### src/rtl/pixel_load_ctrl.sv
// HPS pixel PIO sequencer: synchronises the req/sof/abort controls, handshakes each
// pixel with a toggle ack and streams it into the frame buffer at a linear address.
module pixel_load_ctrl #(
  parameter int unsigned H_RES  = 640,
  parameter int unsigned V_RES  = 480,
  parameter int unsigned ADDR_W = 19
) (
  input  logic              clk_clk,
  input  logic              reset_reset_n,
  input  logic [23:0]       pixel_data,
  input  logic [3:0]        status_w,
  output logic [15:0]       pixel_row,
  output logic [3:0]        status_r,
  output logic [ADDR_W-1:0] fb_addr,
  output logic [23:0]       fb_data,
  output logic              fb_we,
  input  logic              fb_ready,
  output logic              frame_done
);

  localparam int unsigned COL_W = (H_RES > 1) ? $clog2(H_RES) : 1;
  localparam int unsigned ROW_W = (V_RES > 1) ? $clog2(V_RES) : 1;
  localparam logic [COL_W-1:0] COL_LAST = COL_W'(H_RES - 1);
  localparam logic [ROW_W-1:0] ROW_LAST = ROW_W'(V_RES - 1);

  typedef enum logic [1:0] {IDLE, WAIT_REQ, WRITE, DONE} state_t;

  state_t            r_state;
  logic [2:0]        r_s1;
  logic [2:0]        r_s2;
  logic [1:0]        r_s2_d;
  logic [COL_W-1:0]  r_col;
  logic [ROW_W-1:0]  r_row;
  logic [ADDR_W-1:0] r_addr;
  logic              r_ack;
  logic              r_done_lvl;
  logic              r_busy;
  logic              r_ovr;
  logic [15:0]       r_pixel_row;
  logic [ADDR_W-1:0] r_fb_addr;
  logic [23:0]       r_fb_data;
  logic              r_fb_we;
  logic              r_frame_done;

  logic w_pending;
  logic w_sof_edge;
  logic w_abort;
  logic w_req_edge;
  logic w_unused;

  // status_w[3] is reserved and deliberately not synchronised
  assign w_unused   = status_w[3];
  assign w_pending  = r_s2[0] ^ r_ack;
  assign w_sof_edge = r_s2[1] & ~r_s2_d[1];
  assign w_abort    = r_s2[2];
  assign w_req_edge = r_s2[0] ^ r_s2_d[0];

  assign status_r   = {r_ovr, r_busy, r_done_lvl, r_ack};
  assign pixel_row  = r_pixel_row;
  assign fb_addr    = r_fb_addr;
  assign fb_data    = r_fb_data;
  assign fb_we      = r_fb_we;
  assign frame_done = r_frame_done;

  always_ff @(posedge clk_clk or negedge reset_reset_n) begin
    if (!reset_reset_n) begin
      r_state      <= IDLE;
      r_s1         <= '0;
      r_s2         <= '0;
      r_s2_d       <= '0;
      r_col        <= '0;
      r_row        <= '0;
      r_addr       <= '0;
      r_ack        <= 1'b0;
      r_done_lvl   <= 1'b0;
      r_busy       <= 1'b0;
      r_ovr        <= 1'b0;
      r_pixel_row  <= '0;
      r_fb_addr    <= '0;
      r_fb_data    <= '0;
      r_fb_we      <= 1'b0;
      r_frame_done <= 1'b0;
    end else begin
      r_s1         <= status_w[2:0];
      r_s2         <= r_s1;
      r_s2_d       <= r_s2[1:0];
      r_frame_done <= 1'b0;

      if (w_abort) begin
        r_state     <= IDLE;
        r_fb_we     <= 1'b0;
        r_col       <= '0;
        r_row       <= '0;
        r_addr      <= '0;
        r_fb_addr   <= '0;
        r_pixel_row <= '0;
        r_done_lvl  <= 1'b0;
        r_busy      <= 1'b0;
      end else if (w_sof_edge) begin
        // Adopting the current req level as ack discards any stale toggle
        r_state     <= WAIT_REQ;
        r_fb_we     <= 1'b0;
        r_col       <= '0;
        r_row       <= '0;
        r_addr      <= '0;
        r_fb_addr   <= '0;
        r_pixel_row <= '0;
        r_ack       <= r_s2[0];
        r_done_lvl  <= 1'b0;
        r_ovr       <= 1'b0;
        r_busy      <= 1'b1;
      end else begin
        case (r_state)
          IDLE: begin
            r_busy <= 1'b0;
          end
          WAIT_REQ: begin
            r_busy <= 1'b1;
            if (w_pending) begin
              r_fb_data <= pixel_data;
              r_fb_addr <= r_addr;
              r_fb_we   <= 1'b1;
              r_state   <= WRITE;
            end
          end
          WRITE: begin
            r_busy <= 1'b1;
            if (w_req_edge) begin
              r_ovr <= 1'b1;
            end
            if (fb_ready) begin
              r_fb_we <= 1'b0;
              r_ack   <= ~r_ack;
              if (r_col == COL_LAST) begin
                r_col <= '0;
                if (r_row == ROW_LAST) begin
                  // Last pixel: address counter and row hold until the next sof
                  r_state      <= DONE;
                  r_frame_done <= 1'b1;
                  r_done_lvl   <= 1'b1;
                  r_busy       <= 1'b0;
                  r_pixel_row  <= 16'(V_RES);
                end else begin
                  r_row       <= r_row + ROW_W'(1);
                  r_pixel_row <= 16'(r_row) + 16'd1;
                  r_addr      <= r_addr + ADDR_W'(1);
                  r_state     <= WAIT_REQ;
                end
              end else begin
                r_col   <= r_col + COL_W'(1);
                r_addr  <= r_addr + ADDR_W'(1);
                r_state <= WAIT_REQ;
              end
            end
          end
          DONE: begin
            r_busy <= 1'b0;
          end
          default: begin
            r_state <= IDLE;
            r_busy  <= 1'b0;
          end
        endcase
      end
    end
  end

endmodule

### config.mk
export PLATFORM = sky130hd
export DESIGN_NAME = pixel_load_ctrl
export DESIGN_NICKNAME = d
export VERILOG_FILES = /design/src/rtl/pixel_load_ctrl.sv
export SDC_FILE = /design/constraint.sdc
export NUM_CORES = 1
export LEC_CHECK = 0
export CORE_ASPECT_RATIO = 0.6
export CORE_UTILIZATION = 53
export CTS_BUF_LIST = sky130_fd_sc_hd__clkbuf_4 sky130_fd_sc_hd__clkbuf_8 sky130_fd_sc_hd__clkbuf_16
export DETAILED_ROUTE_END_ITERATION = 12
export PLACE_DENSITY = 0.91
export SLEW_MARGIN = 15
export SYNTH_ARGS = -nofsm -noshare
export SYNTH_HDL_FRONTEND = slang
export SYNTH_SLANG_ARGS = --single-unit
### constraint.sdc
create_clock -name clk_clk -period 4.5 [get_ports clk_clk]
set_input_delay 0.675 -clock clk_clk [delete_from_list [all_inputs] [get_ports clk_clk]]
set_output_delay 0.675 -clock clk_clk [all_outputs]
set_load 0.03 [all_outputs]
# Word level (Yosys, flattened, before mapping)
# Index checks and enable logic that the tools add are counted.
dict set report classes {
  bitwise 7
  n_eq_ne 9
  reduce_logical 22
  addsub 4
  n_mux 63
}
# op count
set ops {}
lappend ops {{$mux 19} 10}
lappend ops {{$mux 16} 5}
lappend ops {{$mux 10} 6}
lappend ops {{$mux 9} 6}
lappend ops {{$mux 1} 27}
lappend ops {{$add 19x1->19 const B} 1}
lappend ops {{$reduce_bool 3->1} 6}
lappend ops {{$reduce_and 3->1} 5}
lappend ops {{$mux 2} 6}
lappend ops {{$ne 4x4->1 const B} 3}
lappend ops {{$reduce_and 4->1} 3}
lappend ops {{$add 10x1->10 const B} 1}
lappend ops {{$add 9x1->10 const B} 1}
lappend ops {{$eq 10x10->1 const B} 1}
lappend ops {{$add 9x1->9 const B} 1}
lappend ops {{$eq 9x9->1 const B} 1}
lappend ops {{$reduce_bool 2->1} 3}
lappend ops {{$eq 2x2->1 const B} 2}
lappend ops {{$not 1->1} 4}
lappend ops {{$pmux 2 s2} 1}
lappend ops {{$reduce_and 2->1} 2}
lappend ops {{$reduce_bool 4->1} 1}
lappend ops {{$ne 3x3->1 const B} 1}
lappend ops {{$pmux 1 s3} 1}
lappend ops {{6 further kinds} 7}
dict set report totals {
  wordCells 121
  out_inout_bits 65
  register_bits 113
}

# Logic depth before layout (Yosys ltp)
dict set report depth {
  word_depth 7
  mapped_depth 8
}

# Worst setup path before layout
# OpenSTA, ideal clock, no wires.
dict set report synth_path {
  kind {flip-flop to flip-flop}
  from {register r_col[8]}
  to {register r_row[5]}
  stages_incl_launch_ff 6
  arrival_ps 2048
  required_time_ps 4422
  path_slack_ps 2374
  n_path_buf 1
  synth_period_minus_slack_ps 2126
  path_cell_list {dfrtp_1 > or3b_4 > or4_1 > buf_2 > or4_1 > a21oi_1}
}
dict set report synth_between {
  elab_chain_cells 3
}
# element line_no
set synth_rtl {}
lappend synth_rtl {{start, declared} 32} ;# logic [COL_W-1:0] r_col;
lappend synth_rtl {{start signal, assigned} 150} ;# r_col <= r_col + COL_W'(1);
lappend synth_rtl {{$eq 10x10->1} 134} ;# if (r_col == COL_LAST) begin
lappend synth_rtl {{$reduce_bool 3->1 (no source line)} --}
lappend synth_rtl {{$reduce_and 4->1 (no source line)} --}
lappend synth_rtl {{end signal, assigned} 144} ;# r_row <= r_row + ROW_W'(1);
lappend synth_rtl {{end, declared} 33} ;# logic [ROW_W-1:0] r_row;
# Every way passes these cells.
# A chain may end at the register's enable or synchronous reset.

# Worst setup path after layout
dict set report layout_path {
  from {input port fb_ready}
  to {register r_row[5]}
}
dict set report layout_between {
  elab_chain_cells 2
}
# element line_no
set layout_rtl {}
lappend layout_rtl {{start, declared} 17} ;# input logic fb_ready,
lappend layout_rtl {{$reduce_bool 3->1 (no source line)} --}
lappend layout_rtl {{$reduce_and 4->1 (no source line)} --}
# Every way passes these cells.

==> results.md <==
* Initial core utilization at 56.5%
* Internal at 1.96 mW
* Clock transition at the registers of the reported paths at 70 ps
* Clock Sink Count at 107
* EDFF count, synth at 0
* DIE HEIGHT at 76.9 um
* Max-cap violation count at 0
* Row count at 26
* Unique masters post-synth at 43
* Largest net degree at the start of global routing at 85
* VDD IR-drop max at 231 uV
* Final core occ at 70.8%
* Path type of the worst setup path: in2reg
* First-pass GRT wire length at 20000 um
* Sequential fraction of the synthesis area at 54.0%
* CP required at 4770 ps
* Layout cell share with drive strength beyond 1 at 9.98%
* Unrepaired setup endpoints after global routing: false
* Initial antenna violation count at 0
* Port bufs at 88
* Critical Path Start: fb_ready
* Min-Delay Startpoint: r_s1[0]
* Minimum clock period at 2880 ps
* Post-CTS Resized at 0
* Nets at 592
* Final Skew at 7.52 ps
* Fmax at 347 MHz
* Via count at 4106
* Die extent in x at 127 um
* Final setup TNS at 0 ps
* CTS Buf Count at 9
* Placed insts at 657
* FF/Latch Area at 2680 sq um
* Post-DR wirelength/cell at 18.2 um
* Min-delay worst type: reg2reg
* Final setup viols at 0
* DRC viols at 0
* Die ar. at 9760 sq um
* Outcome: completed
* R2R Path Start: r_state[0]
* Gate power share at 30.1%
* Fill cells at 606
* H-tree depth at 3
* Synthesized area per cell at 10.3 sq um
* CTS Buffer Depth at 2
* Mapped Cells at 482
* CP Data Arrival Time at 3150 ps
* Power Density at 465 nW/um^2
* Vias per cell at 6.10
* Clk_lat worst skew at 350 ps
* Leak Pwr at 2.51 nW
* Root buf cell: clkbuf_16
* Post-synthesis instance area at 4960 sq um
* Grt ovf at 0
* Slew Viols, Final at 0
* I/O pins at 96
* Vias in the first global route at 3832
* Switching power at 933 uW
* Minimum hold slack at 352 ps
* Hold buffer count at CTS at 0
* Gpl congestion at 0.943
* Worst-margin pin slew at 1230 ps
* Final Cycle Share at 64.0%
* All-layer global routing usage at 26.4%
* DR pass1 iterations at 6
* Rel. slew slack at 15.8%
* Finished Layout Cells at 673
* ANT nets after route at 0
* Final Hold Vio Count at 0
* # Post-CTS Setup Buffers at 0
* DRT iter0 DRCs at 623
* Part of the power in registers at 40.5%
* Synthesized flop and latch total at 107
* Post-DP HPWL at 8250 um
* Switching share of total power at 32.3%
* Antenna diodes at 0
* Area of the multi-input gates at 2110 sq um
* Main synth FF type: dfrtp_1
* Synth warn at 0
* Clock power frac at 29.4%
* TritonCTS clock tree: built
* Area grow syn2layout at 25.4%
* Synth async-reset ratio at 100%
* Area of the core at 8780 sq um
* DRT Wirelength at 12200 um
* Endpoint class of the critical path: flop
* Critical path peak fanout at 18
* CP startpoint kind: primary input
[critical path, cell delays in order]
cell,delay (ps)
clkdlybuf4s50_1,600
nand2_1,290
or4_1,830
or4_1,590
a21oi_1,160
[power by group through the flow]
| stage | Combinational [mW] | Clock [mW] | Sequential, mW |
|---|---|---|---|
| CTS | 0.867 | 0.857 | 1.17 |
| finish | 0.869 | 0.849 | 1.17 |
| global route | 0.914 | 0.909 | 1.19 |
| global placement | 0.843 | 0 | 1.18 |
| floorplan | 0.308 | 0 | 1.40 |
| detailed placement | 0.862 | 0 | 1.19 |
[cells in the final DEF, fill, tap and decap left out, drive strengths merged, types with 3 or more instances in the layout]
cell type,instances
or4,4
a31oi,3
nand2b,3
nand4,7
inv,6
clkinv,4
and3,5
nand3,21
buf,10
mux2,24
nand2,79
xor2,9
clkdlybuf4s50,87
xnor2,5
clkbuf,9
or3,24
a21oi,48
and4,5
dfrtp,107
nor3,4
o21ai,12
conb,6
a2111oi,5
a211oi,11
ha,5
nor2,14
a2111o,3
o31ai,4
mux2i,17
[sequential cells by signal, summed over array words and instances (netlist names)]
signal,cells
r_col,10
r_s2_d,2
r_s2,3
pixel_row,10
fb_addr,19
fb_we,1
r_state,2
r_ovr,1
r_ack,1
r_busy,1
r_done_lvl,1
frame_done,1
r_row,9
fb_data,24
r_s1,3
r_addr,19
[cells in the mapped netlist, types with 2 or more instances]
cell type | count | area [sq um]
a2111o_1 | 3 | 33.8
a2111oi_0 | 5 | 43.8
a211oi_1 | 11 | 82.6
a21oi_1 | 48 | 240
a31oi_1 | 3 | 18.8
and3_1 | 5 | 31.3
and4_1 | 5 | 43.8
and4b_1 | 2 | 20.0
buf_1 | 2 | 7.51
buf_4 | 10 | 75.1
clkbuf_1 | 26 | 97.6
dfrtp_1 | 107 | 2680
ha_1 | 5 | 62.6
inv_1 | 6 | 22.5
mux2_2 | 24 | 270
mux2i_1 | 17 | 170
nand2_1 | 79 | 297
nand2b_1 | 3 | 18.8
nand3_1 | 21 | 105
nand4_1 | 7 | 43.8
nor2_1 | 14 | 52.6
nor2b_1 | 2 | 12.5
nor3_1 | 4 | 20.0
o21a_1 | 2 | 15.0
o21ai_0 | 12 | 60.1
o31ai_1 | 4 | 30.0
or3_1 | 24 | 150
or4_1 | 4 | 30.0
xnor2_1 | 5 | 43.8
xor2_1 | 9 | 78.8
[per-stage QoR]
stage                     power (mW)  setup WS [ps]  cell area [sq um]
final                           2.89           1620               6220
after global routing            3.01           1480               6220
after CTS                       2.90           1640               6220
after detailed placement        2.05           1300               5890
after global placement          2.02           1350               5890
after floorplan                 1.71           2370               4980
[logic make-up after synthesis]
kind of cell,after synthesis,synth area share [%]
AOI/OAI and AO/OA,95,11.8
xor gates and xnor gates,14,2.47
adders and majority gates,5,1.26
buffers and inverters,45,4.19
DFF,107,54.0
muxes,41,8.88
other,1,0.0756
and+or+nand+nor,174,17.4
[area by class of cell]
cell class / instances / share of cell area [%]
clock buffer: 9 / 3.62
clock inverter: 7 / 1.65
inverter: 6 / 0.362
multi-input combinational: 335 / 33.9
sequential: 107 / 43.0
tap: 112 / 2.25
timing repair buffer: 97 / 15.2
[worst paths after layout]
kind	to	slack, ps	cells past startpoint
setup / recovery	r_row[5]	1620	5
hold / removal	r_s2[0]	350	0
setup reg to reg	r_row[5]	1790	6
hold reg to reg	r_s2[0]	350	0
max in group asynchronous	r_row[8]	3090	2
min in group asynchronous	fb_data[9]	510	1
[per-layer routing]
metal	global-route usage, %	share of wire, %	routed length, um
met1	37.8	41	5080
met2	40.0	47	5750
met3	7.19	10	1260
met4	6.07	1.3	156
met5	0	0	0
(Power assumes the default switching activity.)
